**config.mk**
```make
export PLATFORM = sky130hd
export DESIGN_NAME = multicycle_ctrl
export DESIGN_NICKNAME = d
export VERILOG_FILES = /design/src/rtl/multicycle_ctrl_pkg.sv /design/src/rtl/mc_condunit.sv /design/src/rtl/multicycle_ctrl.sv
export SDC_FILE = /design/constraint.sdc
export NUM_CORES = 1
export LEC_CHECK = 0
export BUFFER_PORTS_ARGS = -buffer_cell sky130_fd_sc_hd__buf_2
export CELL_PAD_IN_SITES_DETAIL_PLACEMENT = 2
export CELL_PAD_IN_SITES_GLOBAL_PLACEMENT = 2
export CORE_UTILIZATION = 28
export CTS_CLUSTER_DIAMETER = 200
export DETAILED_ROUTE_END_ITERATION = 8
export PLACE_DENSITY = 0.91
export SETUP_SLACK_MARGIN = 0.15
export SLEW_MARGIN = 20
export SYNTH_ARGS = -nofsm -noshare
export SYNTH_HDL_FRONTEND = slang
export SYNTH_SLANG_ARGS = --single-unit
```
**constraint.sdc**
```tcl
create_clock -name clk -period 3 [get_ports clk]
set_input_delay 0.15 -clock clk [delete_from_list [all_inputs] [get_ports clk]]
set_output_delay 0.15 -clock clk [all_outputs]
set_load 0.03 [all_outputs]
```
**src/rtl/multicycle_ctrl_pkg.sv**
```systemverilog
// Shared encodings for the multicycle control unit: FSM states, instruction
// classes, ALU operations, condition codes and datapath select values.
package multicycle_ctrl_pkg;

    typedef enum logic [3:0] {
        S_FETCH,
        S_DECODE,
        S_MEMADR,
        S_MEMRD,
        S_MEMWB,
        S_MEMWR,
        S_EXECR,
        S_EXECI,
        S_ALUWB,
        S_BRANCH,
        S_EXUSTART,
        S_EXUWAIT,
        S_EXUWB,
        S_FAULT
    } state_t;

    localparam logic [1:0] OP_DP  = 2'b00;
    localparam logic [1:0] OP_MEM = 2'b01;
    localparam logic [1:0] OP_BR  = 2'b10;
    localparam logic [1:0] OP_EXU = 2'b11;

    localparam logic [2:0] ALU_ADD = 3'b000;
    localparam logic [2:0] ALU_SUB = 3'b001;
    localparam logic [2:0] ALU_AND = 3'b010;
    localparam logic [2:0] ALU_ORR = 3'b011;

    localparam logic [3:0] CMD_AND = 4'b0000;
    localparam logic [3:0] CMD_SUB = 4'b0010;
    localparam logic [3:0] CMD_ADD = 4'b0100;
    localparam logic [3:0] CMD_ORR = 4'b1100;

    localparam logic [3:0] COND_EQ = 4'h0;
    localparam logic [3:0] COND_NE = 4'h1;
    localparam logic [3:0] COND_CS = 4'h2;
    localparam logic [3:0] COND_CC = 4'h3;
    localparam logic [3:0] COND_MI = 4'h4;
    localparam logic [3:0] COND_PL = 4'h5;
    localparam logic [3:0] COND_VS = 4'h6;
    localparam logic [3:0] COND_VC = 4'h7;
    localparam logic [3:0] COND_HI = 4'h8;
    localparam logic [3:0] COND_LS = 4'h9;
    localparam logic [3:0] COND_GE = 4'hA;
    localparam logic [3:0] COND_LT = 4'hB;
    localparam logic [3:0] COND_GT = 4'hC;
    localparam logic [3:0] COND_LE = 4'hD;
    localparam logic [3:0] COND_AL = 4'hE;

    localparam logic [1:0] SRCA_PC   = 2'b01;
    localparam logic [1:0] SRCB_REG  = 2'b00;
    localparam logic [1:0] SRCB_IMM  = 2'b01;
    localparam logic [1:0] SRCB_FOUR = 2'b10;
    localparam logic [1:0] RES_RDATA = 2'b01;
    localparam logic [1:0] RES_ALU   = 2'b10;

    // Unlisted data-processing commands fall back to ADD.
    function automatic logic [2:0] alu_decode(input logic [3:0] cmd);
        case (cmd)
            CMD_ADD: return ALU_ADD;
            CMD_SUB: return ALU_SUB;
            CMD_AND: return ALU_AND;
            CMD_ORR: return ALU_ORR;
            default: return ALU_ADD;
        endcase
    endfunction

endpackage

```
**src/rtl/mc_condunit.sv**
```systemverilog
// Condition unit: holds the NZCV flags register, evaluates CondEx for the
// current instruction and applies gated flag writes.
module mc_condunit
    import multicycle_ctrl_pkg::*;
(
    input  logic       clk,
    input  logic       reset,
    input  logic [3:0] Cond,
    input  logic [3:0] ALUFlags,
    input  logic [1:0] FlagW,
    input  logic       FlagUpd,
    output logic       CondEx
);

    logic [3:0] flags;
    logic       n, z, c, v;

    assign {n, z, c, v} = flags;

    always_comb begin
        CondEx = 1'b0;
        case (Cond)
            COND_EQ: CondEx = z;
            COND_NE: CondEx = ~z;
            COND_CS: CondEx = c;
            COND_CC: CondEx = ~c;
            COND_MI: CondEx = n;
            COND_PL: CondEx = ~n;
            COND_VS: CondEx = v;
            COND_VC: CondEx = ~v;
            COND_HI: CondEx = c & ~z;
            COND_LS: CondEx = ~c | z;
            COND_GE: CondEx = (n == v);
            COND_LT: CondEx = (n != v);
            COND_GT: CondEx = ~z & (n == v);
            COND_LE: CondEx = z | (n != v);
            COND_AL: CondEx = 1'b1;
            default: CondEx = 1'b0;
        endcase
    end

    // NZ and CV are written independently; CV only for add/subtract results.
    always_ff @(posedge clk) begin
        if (reset) begin
            flags <= 4'b0000;
        end else if (FlagUpd && CondEx) begin
            if (FlagW[1]) flags[3:2] <= ALUFlags[3:2];
            if (FlagW[0]) flags[1:0] <= ALUFlags[1:0];
        end
    end

endmodule

```
**src/rtl/multicycle_ctrl.sv**
```systemverilog
// Multicycle control unit: main decode FSM, ALU decode and a request/done
// handshake with watchdog towards EXU_N variable-latency execution units.
module multicycle_ctrl
    import multicycle_ctrl_pkg::*;
#(
    parameter int EXU_N      = 2,
    parameter int TMO_CYCLES = 64
) (
    input  logic             clk,
    input  logic             reset,
    input  logic [31:0]      Instr,
    input  logic [3:0]       ALUFlags,
    input  logic [EXU_N-1:0] ExuDone,
    output logic [EXU_N-1:0] ExuReq,
    output logic [EXU_N-1:0] ExuWrite,
    output logic             PCWrite,
    output logic             MemWrite,
    output logic             RegWrite,
    output logic             IRWrite,
    output logic             AdrSrc,
    output logic [1:0]       RegSrc,
    output logic [1:0]       ALUSrcA,
    output logic [1:0]       ALUSrcB,
    output logic [1:0]       ResultSrc,
    output logic [1:0]       ImmSrc,
    output logic [2:0]       ALUControl,
    output logic             Busy,
    output logic             Fault
);

    localparam int CNT_W = $clog2(TMO_CYCLES + 1);

    state_t             state, state_nxt;
    logic [1:0]         op;
    logic [5:0]         funct;
    logic               is_mul, is_exu, exu_valid, is_addsub;
    logic [3:0]         exu_idx, idx_q;
    logic [EXU_N-1:0]   exu_sel;
    logic               exu_done;
    logic [CNT_W-1:0]   wd_cnt;
    logic               cond_ex;
    logic [1:0]         flag_w;
    logic               flag_upd;
    logic               unused_instr;

    assign op        = Instr[27:26];
    assign funct     = Instr[25:20];
    assign is_mul    = (op == OP_DP) && (Instr[7:4] == 4'b1001) && (funct[5:4] == 2'b00);
    assign is_exu    = is_mul || (op == OP_EXU);
    assign exu_idx   = is_mul ? 4'd0 : Instr[11:8];
    assign exu_valid = (int'(exu_idx) < EXU_N);
    assign is_addsub = (funct[4:1] == CMD_ADD) || (funct[4:1] == CMD_SUB);
    assign unused_instr = ^{Instr[19:12], Instr[3:0]};

    // The latched index, not the live Instr, steers request, done and write.
    assign exu_sel  = EXU_N'(1) << idx_q;
    assign exu_done = |(ExuDone & exu_sel);

    assign flag_w   = {funct[0], funct[0] & is_addsub};
    assign flag_upd = (state == S_EXECR) || (state == S_EXECI);

    mc_condunit u_cond (
        .clk      (clk),
        .reset    (reset),
        .Cond     (Instr[31:28]),
        .ALUFlags (ALUFlags),
        .FlagW    (flag_w),
        .FlagUpd  (flag_upd),
        .CondEx   (cond_ex)
    );

    always_ff @(posedge clk) begin
        if (reset) begin
            state  <= S_FETCH;
            wd_cnt <= '0;
        end else begin
            state <= state_nxt;
            if (state == S_EXUSTART)
                wd_cnt <= '0;
            else if (state == S_EXUWAIT && !exu_done)
                wd_cnt <= wd_cnt + 1'b1;
        end
    end

    always_ff @(posedge clk) begin
        if (state == S_DECODE) idx_q <= exu_idx;
    end

    always_comb begin
        state_nxt = state;
        case (state)
            S_FETCH:  state_nxt = S_DECODE;
            S_DECODE: begin
                if (is_exu)
                    state_nxt = (cond_ex && exu_valid) ? S_EXUSTART : S_FETCH;
                else if (op == OP_MEM)
                    state_nxt = S_MEMADR;
                else if (op == OP_BR)
                    state_nxt = S_BRANCH;
                else
                    state_nxt = funct[5] ? S_EXECI : S_EXECR;
            end
            S_MEMADR:   state_nxt = funct[0] ? S_MEMRD : S_MEMWR;
            S_MEMRD:    state_nxt = S_MEMWB;
            S_MEMWB:    state_nxt = S_FETCH;
            S_MEMWR:    state_nxt = S_FETCH;
            S_EXECR:    state_nxt = S_ALUWB;
            S_EXECI:    state_nxt = S_ALUWB;
            S_ALUWB:    state_nxt = S_FETCH;
            S_BRANCH:   state_nxt = S_FETCH;
            S_EXUSTART: state_nxt = S_EXUWAIT;
            S_EXUWAIT: begin
                if (exu_done)
                    state_nxt = S_EXUWB;
                else if (wd_cnt == CNT_W'(TMO_CYCLES - 1))
                    state_nxt = S_FAULT;
            end
            S_EXUWB:    state_nxt = S_FETCH;
            S_FAULT:    state_nxt = S_FAULT;
            default:    state_nxt = S_FETCH;
        endcase
    end

    // Outputs are forced low for the whole reset cycle.
    always_comb begin
        ExuReq     = '0;
        ExuWrite   = '0;
        PCWrite    = 1'b0;
        MemWrite   = 1'b0;
        RegWrite   = 1'b0;
        IRWrite    = 1'b0;
        AdrSrc     = 1'b0;
        RegSrc     = 2'b00;
        ALUSrcA    = 2'b00;
        ALUSrcB    = 2'b00;
        ResultSrc  = 2'b00;
        ImmSrc     = 2'b00;
        ALUControl = ALU_ADD;
        Busy       = 1'b0;
        Fault      = 1'b0;
        if (!reset) begin
            if (state != S_FAULT) begin
                RegSrc = {op == OP_MEM, op == OP_BR};
                ImmSrc = op;
            end
            case (state)
                S_FETCH: begin
                    IRWrite   = 1'b1;
                    PCWrite   = 1'b1;
                    ALUSrcA   = SRCA_PC;
                    ALUSrcB   = SRCB_FOUR;
                    ResultSrc = RES_ALU;
                end
                S_DECODE: begin
                    ALUSrcA   = SRCA_PC;
                    ALUSrcB   = SRCB_FOUR;
                    ResultSrc = RES_ALU;
                end
                S_MEMADR: ALUSrcB = SRCB_IMM;
                S_MEMRD:  AdrSrc  = 1'b1;
                S_MEMWB: begin
                    ResultSrc = RES_RDATA;
                    RegWrite  = cond_ex;
                end
                S_MEMWR: begin
                    AdrSrc   = 1'b1;
                    MemWrite = cond_ex;
                end
                S_EXECR: begin
                    ALUSrcB    = SRCB_REG;
                    ALUControl = alu_decode(funct[4:1]);
                end
                S_EXECI: begin
                    ALUSrcB    = SRCB_IMM;
                    ALUControl = alu_decode(funct[4:1]);
                end
                S_ALUWB:  RegWrite = cond_ex && (funct[4:3] != 2'b10);
                S_BRANCH: begin
                    ALUSrcB   = SRCB_IMM;
                    ResultSrc = RES_ALU;
                    PCWrite   = cond_ex;
                end
                S_EXUSTART: begin
                    ExuReq = exu_sel;
                    Busy   = 1'b1;
                end
                S_EXUWAIT: Busy     = 1'b1;
                S_EXUWB:   ExuWrite = exu_sel;
                S_FAULT:   Fault    = 1'b1;
                default: ;
            endcase
        end
    end

endmodule

```
==> After elaboration in Yosys (flattened, before gate mapping) <==
Cells that the tools add are included.
{ "totals": {"register_bits": 19, "in_bits": 40, "elab_cells": 125, "output_inout_bits": 24} }
{ "classes": {"n_bitwise": 10, "n_addsub": 1, "n_shift": 1, "order_cmp": 1, "reduce_logical": 25, "eq_ne": 40, "mux": 42} }
{ "ops": {"columns": ["op", "count"], "rows": [
  ["$eq A4 B4 Y1 const B", 15],
  ["$eq A4 B3 Y1 const B", 9],
  ["$pmux W4 S8", 1],
  ["$mux W4", 7],
  ["$mux W2", 12],
  ["$eq A4 B2 Y1 const B", 5],
  ["$mux W1", 15],
  ["$pmux W1 S15", 1],
  ["$logic_not A4 Y1", 3],
  ["$reduce_or A2 Y1", 6],
  ["$eq A4 B1 Y1 const B", 2],
  ["$pmux W2 S2", 2],
  ["$add A7 B1 Y7 const B", 1],
  ["$eq A7 B6 Y1 const B", 1],
  ["$logic_and A1 B1 Y1", 6],
  ["$pmux W2 S3", 1],
  ["$reduce_or A3 Y1", 2],
  ["$eq A2 B2 Y1 const B", 2],
  ["$logic_not A2 Y1", 2],
  ["$lt A4 B2 Y1 const B", 1],
  ["$ne A4 B4 Y1 const B", 1],
  ["$not A1 Y1", 4],
  ["$pmux W1 S2", 2],
  ["$reduce_and A2 Y1", 2],
  ["other kinds (12)", 17]
]} }

==> Longest topological paths before layout <==
{ "depth": {"ltp_word": 9, "ltp_mapped": 7, "mapped_depth_nobuf": 7} }

==> Cells and area by module <==
A second synthesis with hierarchy kept.
{ "unflattened": {"hier_cells": 196, "hier_area_um2": 1622.8} }
{ "by_module_without_submodules": {"columns": ["mod", "seq_area_each_um2", "area_each_um2", "n_inst", "cells_each"], "rows": [
  ["multicycle_ctrl", 340.3, 1209.9, 1, 148],
  ["mc_condunit", 80.1, 412.9, 1, 48]
]} }

==> Least setup slack after synthesis <==
No wires, ideal clock.
{ "synth_path": {"kind": "reg-to-output", "start": "reg state[1]", "end": "out ExuReq[0]", "path_buffers": 1, "arrival_time_ns": 2.344, "path_slack_ns": 0.506, "stages_incl_launch_ff": 5, "path_cell_list": "dfxtp_1 buf_1 nand2_1 nor2_1 nor4b_1"} }
{ "synth_via": {"elab_chain_cells": 3} }
{ "synth_rtl": {"columns": ["element", "line_no", "source"], "rows": [
  ["from (decl)", "multicycle_ctrl.sv:33", "state_t state, state_nxt;"],
  ["from (signal assigned)", "multicycle_ctrl.sv:77", "state <= state_nxt;"],
  ["$eq A4 B4 Y1", "multicycle_ctrl.sv:146", "case (state)"],
  ["$mux W2", "multicycle_ctrl.sv:146", null],
  ["$mux W2", "multicycle_ctrl.sv:141", "if (!reset) begin"],
  ["to (decl)", "multicycle_ctrl.sv:14", "output logic [EXU_N-1:0] ExuReq,"]
]} }
Every way passes these cells.

==> Worst setup path in the final report <==
{ "layout_path": {"start": "reg u_cond.flags[2]", "end": "out PCWrite"} }
{ "layout_via": {"elab_chain_cells": 5, "elab_cells_between_ends": 8} }
{ "layout_rtl": {"columns": ["element", "line_no", "source"], "rows": [
  ["from (decl)", "mc_condunit.sv:15", "logic [3:0] flags;"],
  ["from (signal assigned)", "mc_condunit.sv:47", "if (FlagW[1]) flags[3:2] <= ALUFlags[3:2];"],
  ["$not A1 Y1", "mc_condunit.sv:24, mc_condunit.sv:31, mc_condunit.sv:35", null],
  ["$and A1 B1 Y1, on equally long branches", "mc_condunit.sv:35, mc_condunit.sv:31", null],
  ["$pmux W1 S15 (*)", "mc_condunit.sv:22", "case (Cond)"],
  ["$pmux W1 S2 (*)", "multicycle_ctrl.sv:146", null],
  ["$mux W1 (*)", "multicycle_ctrl.sv:141", null],
  ["to (decl)", "multicycle_ctrl.sv:16", "output logic PCWrite,"]
]} }
Every way passes the cells marked *; elsewhere a longest branch is shown, timed or not.

==> results.tsv <==
stage	metric	value	unit
clock_network	cts_max_level	1	
clock_network	clk_latency	260	ps
grt	grt_overflow	0	
layout	finalNetCount	285	
placed_design	gp_congestion	0.7447	
clock_network	tritoncts	done	
timing	fmax	0.3980	GHz
pwr	power.static_leakage	0.7939	nW
min_path	hp-class	primary input to register	
grt	grt_max_degree	17	
die	coreArea	0.005172	sq mm
placed_design	hpwl	3611	microns
clock_network	clk_path_buf_depth	2	
timing	tns	0	ps
yosys	syn-instance-count	194	
route	drtIter0Drc	21	
worst_setup_path	cp_data_required_time	2850	ps
yosys	yosys.area.top_type	dfxtp_1	
route	ant_nets	0	
worst_setup_path	setup.worst_path.start	u_cond.flags[2]	
flow_run	maxCapViolCount	0	
clock_network	post_cts_buffers	0	
yosys	synth_enable_flop_cells	4	
min_path	min-delay-start	ALUFlags[3]	
route	drt-total-wl	4579	microns
layout	finalNonFillerCells	308	
clock_network	hold_buffers	0	
grt	grt_pass1_vias	1594	
yosys	synth_cell_types	52	
timing	rsz0062_at_grt	false	
yosys	postSynthAreaPerCell	7.862	sq um
grt	antenna_found_initial	0	
die	die_x	75.81	microns
yosys	yosysTopAreaCellShare	0.1969	
clock_network	cts_root_buffer	clkbuf_8	
yosys	synth_area	0.001525	sq mm
timing	hold_viol_final	0	
layout	drive_gt1_frac	0.2437	
timing	fin_skew	0.6198	ps
grt	grt_util_all_layers	0.1710	
route	wl_per_cell	14.87	microns
worst_setup_path	path_max_fanout	6	
status	status	finished, final reports clean	
yosys	synth-seq-cells	19	
placed_design	dp_slack	759.3	ps
timing	fin_crit_sh	0.8375	
timing	setup_viol	0	
worst_setup_path	worstReg2RegStart	state[2]	
pwr	vdd_ir_drop_max	0.1527	mV
yosys	synthArstFlopShare	0	
die	dieArea	0.005746	sq mm
die	io_pins	64	
grt	grt_pass1_wl	7424	microns
clock_network	clk_pin_slew_worst_paths	80	ps
yosys	synth-seq-area-share	0.2756	
clock_network	post_cts_resized	0	
clock_network	clock-sinks	19	
worst_setup_path	path_class	register to primary output	
die	die_h	75.81	microns
layout	syn_to_final_growth	21.66	%
worst_setup_path	crit_path_start_kind	register	
worst_setup_path	critPathCaptureType	primary output	
placed_design	port_buffers	49	
die	rows	26	
yosys	synth.area.top_cells	dfxtp_1 20%, edfxtp_1 7.9%, nand2_1 6.2%	
pwr	p_total	0.0006722	W
timing	slew_headroom	0.5861	
clock_network	cts_made_buffers	3	
yosys	synth_flop_cell	dfxtp_1	
yosys	ys_warn_count	0	
yosys	synth_commonest_cells	25 x nand2_1, 18 x nor2_1, 15 x dfxtp_1, 11 x nor3_1, 10 x a21oi_1	
route	vias	1569	
timing	worst_pin_slew	620.0	ps
pwr	powerDensity	362.3	mW/mm^2
route	drc	0	
worst_setup_path	arrival	2360	ps
layout	fin_util	0.3587	
yosys	yosysMostFrequentCell	nand2_1	
timing	period_needed	2512	ps
timing	worst_slack	487.6	ps
timing	slew_viol_final	0	
die	start_util	0.2949	
route	firstDrtPassIters	4	
placed_design	dp.cells	304	
route	viasPerCell	5.094	
layout	diodes	0	
## cells in the final DEF (no fill, tap or decap), types with 5 or more instances in the layout
cell,netlist,layout
xnor2_1,7,7
buf_2,0,49
mux2i_1,5,5
xor2_1,6,6
a21oi_1,10,10
nor2_1,18,18
dfxtp_1,15,15
nor3_1,11,11
inv_1,9,9
and2_1,6,6
nand2_1,25,25
nor2b_1,5,5
ha_1,6,6
or3_1,5,5
nor4_1,6,6
## layout make-up
class | count | area, sq um
clock buffers | 3 | 41.29
clock inverters | 1 | 5.005
fillers | 628 | 3317
inverters | 9 | 33.78
multi-input cells | 157 | 1022
flip-flops and latches | 19 | 420.4
well taps | 70 | 87.58
repair buffers | 49 | 245.2
## worst paths after layout
check,slack (ps),endpoint,cells past startpoint
worst min-delay path,120,u_cond.flags[3],3
worst max register to register,830,u_cond.flags[0],6
worst max-delay path,490,PCWrite,7
worst min register to register,500,u_cond.flags[1],2
## power by group
group          switching (W)  internal (W)  leakage (nW)  total, W
registers          0.0000222      0.000274         0.159  0.000296
clock network      0.0000939     0.0000926        0.0255  0.000187
logic               0.000120     0.0000689         0.609  0.000189
total               0.000237      0.000436         0.794  0.000672
## cell families (layout without fill, tap and decap cells)
kind of cell             after synthesis  in the layout  synth area share
AO/OA/AOI/OAI                         35             35            0.1789
multiplexers                           5              5           0.03282
AND/OR/NAND/NOR                       96             96            0.3298
buffers and inverters                 19             62           0.05660
adder cells (fa/ha/maj)                6              6           0.04922
other                                  1              2          0.002459
flip-flops                            19             19            0.2756
XOR/XNOR                              13             13           0.07465
## layer usage
layer / vias up / track usage / routed length (microns)
li1: 774 / - / -
met1: 742 / 0.1979 / 2030
met4: 0 / 0.05967 / 101
met5: - / 0 / 0
met3: 9 / 0.02116 / 151
met2: 44 / 0.3206 / 2296
## critical path: stages (launching register included)
cell and delay, ps:
dfxtp_1 400, and3b_1 200, a22oi_1 170, xor2_1 110, o311a_4 350, or3_4 350, a2111oi_4 280, buf_2 240
## state kept, by name, summed over array words and instances, names as in the netlist
register and flops:
state 4, wd_cnt 7, idx_q 4, u_cond.flags 4
## through the flow
step / hold WS (ps) / instance area, sq um
4_1_cts: 123.4 / 1856
3_3_place_gp: 402.6 / 1809
3_5_place_dp: 406.9 / 1809
2_1_floorplan: 288.8 / 1529
6_report: 123.2 / 1856
5_1_grt: 138.1 / 1856
Note: power is estimated with default switching activity, not from simulation.
